--- src/rtl/clk_div_ctrl.sv ---
// Slow-clock timebase: programmable divider with start/stop/one-shot sequencing.
// Ratio updates are double-buffered and applied only on a period boundary.
module clk_div_ctrl #(
    parameter int unsigned          CNT_W       = 32,
    parameter logic [CNT_W-1:0]     DEFAULT_DIV = CNT_W'(199999999)
) (
    input  logic             clk_i,
    input  logic             rst_i,
    input  logic             cfg_valid_i,
    output logic             cfg_ready_o,
    input  logic [CNT_W-1:0] cfg_div_i,
    input  logic             cfg_oneshot_i,
    input  logic             start_i,
    input  logic             stop_i,
    output logic             busy_o,
    output logic             tick_o,
    output logic             clk_div_o
);

    // state | meaning
    // IDLE  | counter parked at 0, outputs low, config loads straight into the active set
    // RUN   | counting up to div_act; config goes to the shadow until the next boundary
    typedef enum logic {
        ST_IDLE = 1'b0,
        ST_RUN  = 1'b1
    } state_e;

    state_e             state_q, state_d;

    logic [CNT_W-1:0]   ctr_q, ctr_d;
    logic [CNT_W-1:0]   div_act_q, div_act_d;
    logic               oneshot_act_q, oneshot_act_d;
    logic [CNT_W-1:0]   div_shd_q, div_shd_d;
    logic               oneshot_shd_q, oneshot_shd_d;
    logic               pend_q, pend_d;
    logic               cfg_ready_q, cfg_ready_d;
    logic               tick_q, tick_d;
    logic               clk_div_q, clk_div_d;

    logic               cfg_xfer;
    logic               at_tc;

    assign cfg_xfer = cfg_valid_i && cfg_ready_q;
    assign at_tc    = (ctr_q == div_act_q);

    always_ff @(posedge clk_i) begin
        if (rst_i) begin
            state_q <= ST_IDLE;
        end else begin
            state_q <= state_d;
        end
    end

    always_comb begin
        state_d = state_q;
        case (state_q)
            ST_IDLE: begin
                if (start_i && !stop_i) begin
                    state_d = ST_RUN;
                end
            end
            ST_RUN: begin
                if (stop_i) begin
                    state_d = ST_IDLE;
                end else if (at_tc && oneshot_act_q) begin
                    state_d = ST_IDLE;
                end
            end
            default: state_d = ST_IDLE;
        endcase
    end

    always_comb begin
        ctr_d         = ctr_q;
        div_act_d     = div_act_q;
        oneshot_act_d = oneshot_act_q;
        div_shd_d     = div_shd_q;
        oneshot_shd_d = oneshot_shd_q;
        pend_d        = pend_q;
        cfg_ready_d   = cfg_ready_q;
        tick_d        = 1'b0;
        clk_div_d     = clk_div_q;

        case (state_q)
            ST_IDLE: begin
                ctr_d     = '0;
                clk_div_d = 1'b0;
                if (cfg_xfer) begin
                    div_act_d     = cfg_div_i;
                    oneshot_act_d = cfg_oneshot_i;
                end
            end
            ST_RUN: begin
                if (stop_i) begin
                    // Leaving RUN: a waiting shadow value becomes active immediately.
                    ctr_d     = '0;
                    clk_div_d = 1'b0;
                    if (pend_q) begin
                        div_act_d     = div_shd_q;
                        oneshot_act_d = oneshot_shd_q;
                        pend_d        = 1'b0;
                        cfg_ready_d   = 1'b1;
                    end
                    if (cfg_xfer) begin
                        div_act_d     = cfg_div_i;
                        oneshot_act_d = cfg_oneshot_i;
                    end
                end else begin
                    if (at_tc) begin
                        ctr_d     = '0;
                        tick_d    = 1'b1;
                        clk_div_d = ~clk_div_q;
                        if (pend_q) begin
                            div_act_d     = div_shd_q;
                            oneshot_act_d = oneshot_shd_q;
                            pend_d        = 1'b0;
                            cfg_ready_d   = 1'b1;
                        end
                    end else begin
                        ctr_d = ctr_q + CNT_W'(1);
                    end
                    // A one-shot boundary returns to IDLE, so a value taken there goes active
                    // directly rather than waiting for a boundary that will never come.
                    if (cfg_xfer) begin
                        if (at_tc && oneshot_act_q) begin
                            div_act_d     = cfg_div_i;
                            oneshot_act_d = cfg_oneshot_i;
                        end else begin
                            div_shd_d     = cfg_div_i;
                            oneshot_shd_d = cfg_oneshot_i;
                            pend_d        = 1'b1;
                            cfg_ready_d   = 1'b0;
                        end
                    end
                end
            end
            default: begin
                ctr_d     = '0;
                clk_div_d = 1'b0;
            end
        endcase
    end

    always_ff @(posedge clk_i) begin
        if (rst_i) begin
            ctr_q         <= '0;
            div_act_q     <= DEFAULT_DIV;
            oneshot_act_q <= 1'b0;
            div_shd_q     <= '0;
            oneshot_shd_q <= 1'b0;
            pend_q        <= 1'b0;
            cfg_ready_q   <= 1'b1;
            tick_q        <= 1'b0;
            clk_div_q     <= 1'b0;
        end else begin
            ctr_q         <= ctr_d;
            div_act_q     <= div_act_d;
            oneshot_act_q <= oneshot_act_d;
            div_shd_q     <= div_shd_d;
            oneshot_shd_q <= oneshot_shd_d;
            pend_q        <= pend_d;
            cfg_ready_q   <= cfg_ready_d;
            tick_q        <= tick_d;
            clk_div_q     <= clk_div_d;
        end
    end

    assign busy_o      = (state_q == ST_RUN);
    assign cfg_ready_o = cfg_ready_q;
    assign tick_o      = tick_q;
    assign clk_div_o   = clk_div_q;

endmodule

--- config.mk ---
export PLATFORM = sky130hd
export DESIGN_NAME = clk_div_ctrl
export DESIGN_NICKNAME = d
export VERILOG_FILES = /design/src/rtl/clk_div_ctrl.sv
export SDC_FILE = /design/constraint.sdc
export NUM_CORES = 1
export LEC_CHECK = 0
export ABC_AREA = 1
export CORE_MARGIN = 4
export CORE_UTILIZATION = 45
export CTS_CLUSTER_SIZE = 25
export DETAILED_ROUTE_END_ITERATION = 16
export PLACE_DENSITY = 0.73
export SETUP_SLACK_MARGIN = 0.4
export SKIP_CTS_REPAIR_TIMING = 1
export SLEW_MARGIN = 0
export SYNTH_ARGS = -nofsm -noshare
export SYNTH_HDL_FRONTEND = slang
export SYNTH_SLANG_ARGS = --single-unit
--- constraint.sdc ---
create_clock -name clk_i -period 4.55 [get_ports clk_i]
set_clock_uncertainty 0.15 [all_clocks]
set_input_delay 1.365 -clock clk_i [delete_from_list [all_inputs] [get_ports clk_i]]
set_output_delay 1.365 -clock clk_i [all_outputs]
set_load 0.05 [all_outputs]
==> results.toml, run 1 <==
[outcome]
outcome = "completed"

[floorplan]
die_w_microns = 133
rows = 45
dieArea_sq_um = 17600
io_pins = 42
start_util_pct = 46.0
core-area_sq_um = 15200
die_h_microns = 133

[timing]
finalSetupViolations = 0
hold_viol = 0
whs_ps = 305
tightest_slew_ps = 869
fin_tns_setup_ps = 0
period_share_pct = 75.5
grt_setup_unrepaired = "no"
max_freq_mhz = 291
report.final.slew_viol_count = 0
min_period_ps = 3440
relSlewSlack_pct = 41.9

[layout]
final_cell_area_sq_um = 7760
multiInputGateArea_sq_um = 4040
drive_gt1_share_pct = 4.60
final.fill_count = 1548
regArea_sq_um = 2060
areaGrowthSynthToFinish_pct = 10.9
nNetsFinal = 1229
diodes = 0

[route]
via_per_inst = 5.28
drt_iter0_markers = 662
routed_wl_microns = 20100
routedWlPerCell_microns = 14.6
drc = 0
wl_met3_microns = 1500
wl_met2_microns = 9090
maxUsedRoutingLayer = "met4"
ant_nets = 0
dr.pass1.iters = 5
vias = 7304
drt-met1-wl_microns = 9160

[critical_path]
critPathMaxFanout = 40
critPathKind = "in2reg"
worstPathArrival_ps = 3530
cp-end-kind = "flop"
startpoint = "cfg_valid_i"
r2r-start = "busy_o"
worstSetupStartpointType = "primary input"
crit_required_ps = 4640

[synth]
synthArstFlopShare_pct = 0
ys_ff_latch = 103
seq_area_frac_synth_pct = 29.5
syn-num-nets = 1228
ys_warn_count = 0
synth_cell_types = 37
synthFlopType = "dfxtp_1"
synth_edf_count = 0
syn_area_sq_um = 7000
syn_inst = 1189
avgSynthCellArea_sq_um = 5.88

[pwr]
powerDensity_nw_per_um2 = 279
leakage_nw = 3.30
peakVddDrop_mv = 0.172

[clock_network]
insertion_delay_ps = 350
cts.sinks = 103
cts_buffers = 9
h-tree-depth = 3
ctsRootBufferMaster = "clkbuf_16"
clk_pin_slew_worst_paths_ps = 70
cts_tree = "done"
clock_path_buffers = 2

[placement]
io_buffer_count = 41
dp_hpwl_microns = 13200
place_area_sq_um = 7470
place_congestion = 0.928

[grt]
grt_max_degree = 54
grt_pass1_vias = 6499
antenna_found_initial = 0
grt-ovfl-total = 0
grt_pass1_wl_microns = 32800
grt.total_usage_pct = 22.5

[hold_path]
hold_path_class = "reg2reg"
hold_path_startpoint = "div_shd_q[0]"

[run]
drv_cap = 0
routing by layer:
metal	vias up	GRT usage, %
met5	-	0
met3	33	3.38
met1	3216	31.2
met2	291	35.5
li1	3764	-
met4	0	8.26
cell type report:
| type | instances | share of cell area [%] |
|---|---|---|
| multi-input cells | 861 | 52.0 |
| flip-flops and latches | 103 | 26.6 |
| inverters | 158 | 7.64 |
| repair buffers | 57 | 7.00 |
| clock buffers | 12 | 3.18 |
| well taps | 188 | 3.03 |
| clock inverters | 4 | 0.580 |
critical path, cell delays in order:
cell and delay (ps):
clkdlybuf4s50_1 460, nand2_1 90, inv_1 380, nand3_2 600, buf_12 390, o21ai_0 160, a21oi_1 60
logic make-up (layout without fill, tap and decap cells):
family                     Yosys count  after routing  synth area share [%]
buffers and inverters              225            231                  12.8
and+or+nand+nor                    615            615                  37.6
DFF                                103            103                  29.5
xor gates and xnor gates            32             32                  4.01
adders and majority gates            1              1                 0.179
AOI/OAI and AO/OA                  213            213                  15.8
flip-flops by register name, summed over array words and instances, names as in the netlist:
| name | flops |
|---|---|
| busy_o | 1 |
| pend_q | 1 |
| ctr_q | 32 |
| oneshot_act_q | 1 |
| clk_div_o | 1 |
| div_shd_q | 32 |
| tick_o | 1 |
| cfg_ready_o | 1 |
| div_act_q | 32 |
| oneshot_shd_q | 1 |
power breakdown:
group          switching (W)  internal [W]  leakage, nW  total, W
sequential         0.0000434      0.000939        0.839  0.000983
combinational       0.000242      0.000149         2.32  0.000391
clock               0.000351      0.000440        0.146  0.000791
synth_stat cells (2+ instances only):
| cell | n | area share (%) |
|---|---|---|
| or2_2 | 2 | 0.18 |
| buf_4 | 3 | 0.32 |
| buf_6 | 2 | 0.32 |
| inv_2 | 7 | 0.38 |
| buf_2 | 21 | 1.5 |
| nand4_1 | 21 | 1.9 |
| o211ai_1 | 11 | 1.2 |
| a21oi_1 | 60 | 4.3 |
| nand2_2 | 3 | 0.27 |
| nor3_1 | 26 | 1.9 |
| o21a_1 | 3 | 0.32 |
| clkbuf_1 | 34 | 1.8 |
| nor3b_1 | 4 | 0.43 |
| o21ai_1 | 20 | 1.4 |
| or2_0 | 2 | 0.18 |
| nor4_1 | 3 | 0.27 |
| nor2_1 | 87 | 4.7 |
| clkinv_1 | 2 | 0.11 |
| nand2_1 | 375 | 20 |
| inv_1 | 149 | 8.0 |
| and2_1 | 5 | 0.45 |
| dfxtp_1 | 103 | 29 |
| nand3_2 | 2 | 0.29 |
| nor2_4 | 5 | 0.80 |
| buf_1 | 6 | 0.32 |
| nor2_2 | 4 | 0.36 |
| o21ai_0 | 116 | 8.3 |
| nand3_1 | 74 | 5.3 |
| xor2_1 | 16 | 2.0 |
| xnor2_1 | 16 | 2.0 |
placed cells by master (no fill, tap or decap), types with 2 or more instances in the layout:
cell	netlist	layout
nand3_2	2	2
nor2_2	4	4
clkdlybuf4s50_1	0	41
nand3_1	74	74
clkbuf_1	34	2
dfxtp_1	103	103
nand4_1	21	21
or2_0	2	2
o21a_1	3	3
xnor2_1	16	16
o21ai_0	116	116
xor2_1	16	16
nor2_1	87	87
clkbuf_16	0	9
buf_4	3	15
or2_2	2	2
inv_2	7	7
o211ai_1	11	11
nor2_4	5	5
nand2_1	375	375
clkinv_2	0	3
nor3b_1	4	4
clkinv_1	2	2
nand2_2	3	3
o21ai_1	20	20
inv_1	149	149
nor3_1	26	26
a21oi_1	60	60
nor4_1	3	3
and2_1	5	5
path summary, 6_finish.rpt:
kind | endpoint | slack (ps) | cells past startpoint
min reg2reg | div_shd_q[0] | 310 | 2
min | div_shd_q[0] | 310 | 2
max reg2reg | ctr_q[12] | 1700 | 7
max | div_shd_q[7] | 1110 | 7
per-stage QoR:
stage	total power (W)	utilization (%)	setup WS (ps)	std cells
global route	0.00227	51.0	948	1383
global placement	0.00138	49.1	838	1367
floorplan	0.00126	-	1720	1189
detailed placement	0.00139	49.1	792	1367
CTS	0.00217	51.0	1160	1383
finish	0.00216	51.0	1110	1383
No activity file was read; power rests on OpenSTA's default activity.
==> inputs of run 2 (changes only) <==
clock period = 3.5 ns   (was 4.55 ns; I/O delays follow)
==> run 2 against run 1 <==
Effect of this change:
- die area unchanged
- final cell count up 0.36%
- flip-flop and latch count stayed put
- count of clock-buffer cells in the layout grew 2
- clock power rose by 37%
- global-route usage grew 0.18 points
- via count down 0.23%
- worst hold slack got worse by 5.7 ps
- total power increased by 32%
- critical endpoint is now cfg_ready_o
- largest cell class unchanged
- largest power group unchanged
==> results.toml, run 2 (same netlist as run 1, synthesis figures left out) <==
[critical_path]
path_cells = "clkdlybuf4s50_1"
critPathMaxFanout = 5
max_stage_delay_ps = 830
worstSetupStartpointType = "flop"
worstPathArrival_ps = 1580
crit_required_ps = 2300
cp-end-kind = "output port"
crit_buf_inv = 1
critPathKind = "reg2out"
cp_top_family = "buffers and inverters"
cp_slowest_cell = "clkdlybuf4s50_1"

[pwr]
peakVddDrop_mv = 0.258
seqPwrFrac_pct = 44.7
powerDensity_nw_per_um2 = 366
total_power_w = 0.00286
power.switching_w = 0.000831
clkPwrFrac_pct = 37.6
power.internal_w = 0.00203
p_sw_share_pct = 29.0
leakage_nw = 3.33
power_frac_comb_pct = 17.7

[route]
drt_iter0_markers = 702
drc = 0
routed_wl_microns = 19900
vias = 7287
ant_nets = 0
routedWlPerCell_microns = 14.3
dr.pass1.iters = 5
via_per_inst = 5.25

[floorplan]
rows = 45
core-area_sq_um = 15200
die_h_microns = 133
io_pins = 42
die_w_microns = 133
start_util_pct = 46.0
dieArea_sq_um = 17600

[timing]
max_freq_mhz = 360
min_period_ps = 2780
fin_tns_setup_ps = 0
layout_setup_ws_ps = 720
period_share_pct = 79.4
finalSetupViolations = 0
hold_viol = 0
tightest_slew_ps = 724
grt_setup_unrepaired = "no"
relSlewSlack_pct = 51.7
whs_ps = 300
report.final.slew_viol_count = 0

[layout]
layout_commonest_cell = "nand2_1"
reg_top3 = "ctr_q x32, div_act_q x32, div_shd_q x32"
final_cell_area_sq_um = 7820
drive_gt1_share_pct = 5.08
final.fill_count = 1536
layout_common_cells = "nand2_1, inv_1, o21ai_0"
diodes = 0
areaGrowthSynthToFinish_pct = 11.7
nNetsFinal = 1234

[placement]
io_buffer_count = 41
dp_hpwl_microns = 13400
pre_cts_slack_ps = 532
place_area_sq_um = 7500
place_congestion = 0.911

[clock_network]
cts.sinks = 103
clk_pin_slew_worst_paths_ps = 70
cts_tree = "done"
clock_path_buffers = 2
h-tree-depth = 3
ctsRootBufferMaster = "clkbuf_16"
cts_buffers = 9
insertion_delay_ps = 360

[outcome]
outcome = "completed"

[grt]
grt.total_usage_pct = 22.7
grt-ovfl-total = 0
grt_pass1_vias = 6747
grt_pass1_wl_microns = 33000
grt_max_degree = 57
antenna_found_initial = 0

[hold_path]
hold_path_class = "reg2reg"

[run]
drv_cap = 0
run 2: cell types whose count changed in the layout (fill, tap and decap cells not counted), sizes merged:
cell,before,now
buf,16,22
clkbuf,12,14
clkdlybuf4s50,41,40
clkinv,5,2
clkinvlp,0,1
run 2: per-stage QoR:
stage,utilization (%),instances
final,51.4,1388
after global routing,51.4,1388
after CTS,51.4,1388
after detailed placement,49.4,1372
after global placement,49.4,1372
after floorplan,-,1189
run 2: metal layers:
metal | vias to the layer above | share of wire [%] | wire [microns] | global-route usage (%)
met4 | 0 | 1.5 | 301 | 8.03
met2 | 273 | 46 | 9220 | 37.2
met5 | - | 0 | 0 | 0
li1 | 3777 | - | - | -
met3 | 30 | 7.4 | 1470 | 4.30
met1 | 3207 | 45 | 8890 | 29.9
run 2: final timing paths:
path                      start       endpoint  slack (ps)  cells past startpoint
setup / recovery    cfg_ready_o    cfg_ready_o         720                      1
hold / removal    div_shd_q[28]  div_shd_q[28]         300                      2
setup reg to reg      ctr_q[22]  div_act_q[23]         840                     16
hold reg to reg   div_shd_q[28]  div_shd_q[28]         300                      2
run 2: tightest hold or removal path: cells and delay by family (launching register included):
| kind | cells | cell delay [ps] |
|---|---|---|
| buffers and inverters | 1 | 40 |
| flip-flops | 1 | 310 |
| AO/OA/AOI/OAI | 1 | 50 |
run 2: power groups by stage:
stage / Clock (W) / Combinational [W] / Sequential, W
2_1_floorplan: 0 / 0.000357 / 0.00128
3_3_place_gp: 0 / 0.000493 / 0.00131
3_5_place_dp: 0 / 0.000499 / 0.00131
4_1_cts: 0.00110 / 0.000502 / 0.00128
5_1_grt: 0.00114 / 0.000578 / 0.00129
6_report: 0.00108 / 0.000507 / 0.00128
run 2: layout make-up:
type,count,area [sq um],share of cell area [%]
well taps,188,235,3.01
repair buffers,62,578,7.40
clock inverters,2,37.5,0.480
flip-flops and latches,103,2060,26.4
inverters,158,593,7.59
multi-input cells,861,4040,51.6
clock buffers,14,274,3.51
==> inputs of run 3 (changes only) <==
PLACE_DENSITY = 0.76   (was 0.73)
clock period = 2.3 ns   (was 3.5 ns; I/O delays follow)
==> run 3 against run 2 <==
Effect of this change:
- the flow now finishes with violations (negative setup slack)
- combinational power increased by 80%
- register-to-register slack got worse by 880 ps
- first-iteration DRC count increased by 45%
- wire length increased by 18%
- final area increased by 18%
- die area unchanged
- clock power increased by 52%
- total power increased by 57%
- sequential share of layout area decreased by 3.3 points
- final cell count increased by 6.0%
- critical path type is now reg2reg
==> results.toml, run 3 (same netlist as run 1, synthesis figures left out) <==
[floorplan]
dieArea_sq_um = 17600
core-area_sq_um = 15200
die_h_microns = 133
rows = 45
start_util_pct = 46.0
io_pins = 42
die_w_microns = 133

[timing]
layout_setup_ws_ps = -39.1
min_period_ps = 2340
tightest_slew_ps = 472
whs_ps = 300
finalSetupViolations = 1
hold_viol = 0
period_share_pct = 102
max_freq_mhz = 428
relSlewSlack_pct = 68.3
grt_setup_unrepaired = "yes"
report.final.slew_viol_count = 0

[critical_path]
critPathMaxFanout = 4
cp-end-kind = "flop"
worstPathArrival_ps = 2440
worstSetupStartpointType = "flop"
critPathKind = "reg2reg"
crit_buf_inv = 1
crit_required_ps = 2400
max_stage_delay_ps = 370
crit_path_frequent_cell = "nand2_2"
path_cells = "ha_4, nand2_2, inv_2, nand2_4, nor2_4, nand2_2, nor2_4, nand2_2, nor2_1, nand4_1, nor3_2, or2_4, a21oi_2"
cp_slowest_cell = "dfxtp_4"
cp_top_family = "simple AND/OR/NAND/NOR gates"

[placement]
place_congestion = 0.933
place_area_sq_um = 7970
dp_hpwl_microns = 14200
dp.cells = 1418
io_buffer_count = 41

[layout]
layout_common_cells = "nand2_1, inv_1, o21ai_0"
drive_gt1_share_pct = 21.2
multiInputGateArea_sq_um = 4430
regArea_sq_um = 2130
nNetsFinal = 1320
fin_cells = 1471
final_cell_area_sq_um = 9250
reg_top3 = "ctr_q x32, div_act_q x32, div_shd_q x32"
diodes = 0
utilization_pct = 60.8
layout_commonest_cell = "nand2_1"
areaGrowthSynthToFinish_pct = 32.2
final.fill_count = 1288

[pwr]
power.internal_w = 0.00318
power.switching_w = 0.00133
powerDensity_nw_per_um2 = 487
peakVddDrop_mv = 0.379
leakage_nw = 4.02
clkPwrFrac_pct = 36.4
power_frac_comb_pct = 20.3
p_sw_share_pct = 29.4
seqPwrFrac_pct = 43.3
total_power_w = 0.00450

[outcome]
violations = "negative setup slack"
outcome = "finished, violations left"

[run]
drv_cap = 0

[grt]
grt.total_usage_pct = 23.1
grt_pass1_vias = 6924
grt-ovfl-total = 0
antenna_found_initial = 0
grt_pass1_wl_microns = 33900
grt_max_degree = 40

[clock_network]
cts_tree = "done"
cts.sinks = 103
cts_buffers = 9
ctsRootBufferMaster = "clkbuf_16"
h-tree-depth = 3
clock_path_buffers = 2
clk_pin_slew_worst_paths_ps = 70
insertion_delay_ps = 370

[route]
drt_iter0_markers = 1016
via_per_inst = 5.55
routed_wl_microns = 23400
dr.pass1.iters = 6
vias = 8167
routedWlPerCell_microns = 15.9
ant_nets = 0
drc = 0

[hold_path]
hold_path_class = "reg2reg"
[run 3: cell types whose count changed in the layout (fill, tap and decap cells not counted), sizes merged]
cell / previous run / this run
clkbuf: 14 / 16
clkdlybuf4s50: 40 / 37
buf: 22 / 106
clkinvlp: 1 / 0
bufinv: 1 / 2
[run 3: worst min-delay path, cell delays in order, from the launching register on]
cell     delay (ps)
dfxtp_1         300
inv_1            60
a21oi_1          50
[run 3: final timing paths]
kind | slack [ps] | startpoint | depth (start not counted) | end
max | -40 | ctr_q[1] | 13 | ctr_q[30]
min | 300 | div_shd_q[5] | 2 | div_shd_q[5]
max reg2reg | -40 | ctr_q[1] | 13 | ctr_q[30]
min reg2reg | 300 | div_shd_q[5] | 2 | div_shd_q[5]
[run 3: metrics by stage]
stage                     setup TNS (ps)  setup WS [ps]
after floorplan                        0            383
after global placement              -675          -65.1
after detailed placement           -1170          -85.4
after CTS                              0           24.7
after global routing                -548           -155
final                              -39.1          -39.1
[run 3: power groups by stage]
stage	clock [W]	sequential (W)	combinational, W
floorplan	0	0.00195	0.000549
global placement	0	0.00198	0.000805
detailed placement	0	0.00198	0.000818
CTS	0.00164	0.00194	0.000828
global route	0.00171	0.00196	0.00102
finish	0.00164	0.00195	0.000913
[run 3: final cells by class]
type                    count  share of cell area [%]
multi-input cells         861                    47.9
clock buffers              11                    2.52
inverters                 158                    6.47
well taps                 188                    2.54
clock inverters             2                   0.650
repair buffers            148                    16.8
flip-flops and latches    103                    23.1
[run 3: layer usage]
layer  global-route usage [%]  wire [microns]  up-vias
met5                        0               0        -
met4                     8.37            1020        0
met3                     4.64            1910       97
met2                     37.5           11000      402
met1                     30.4            9520     3715
li1                         -               -     3953
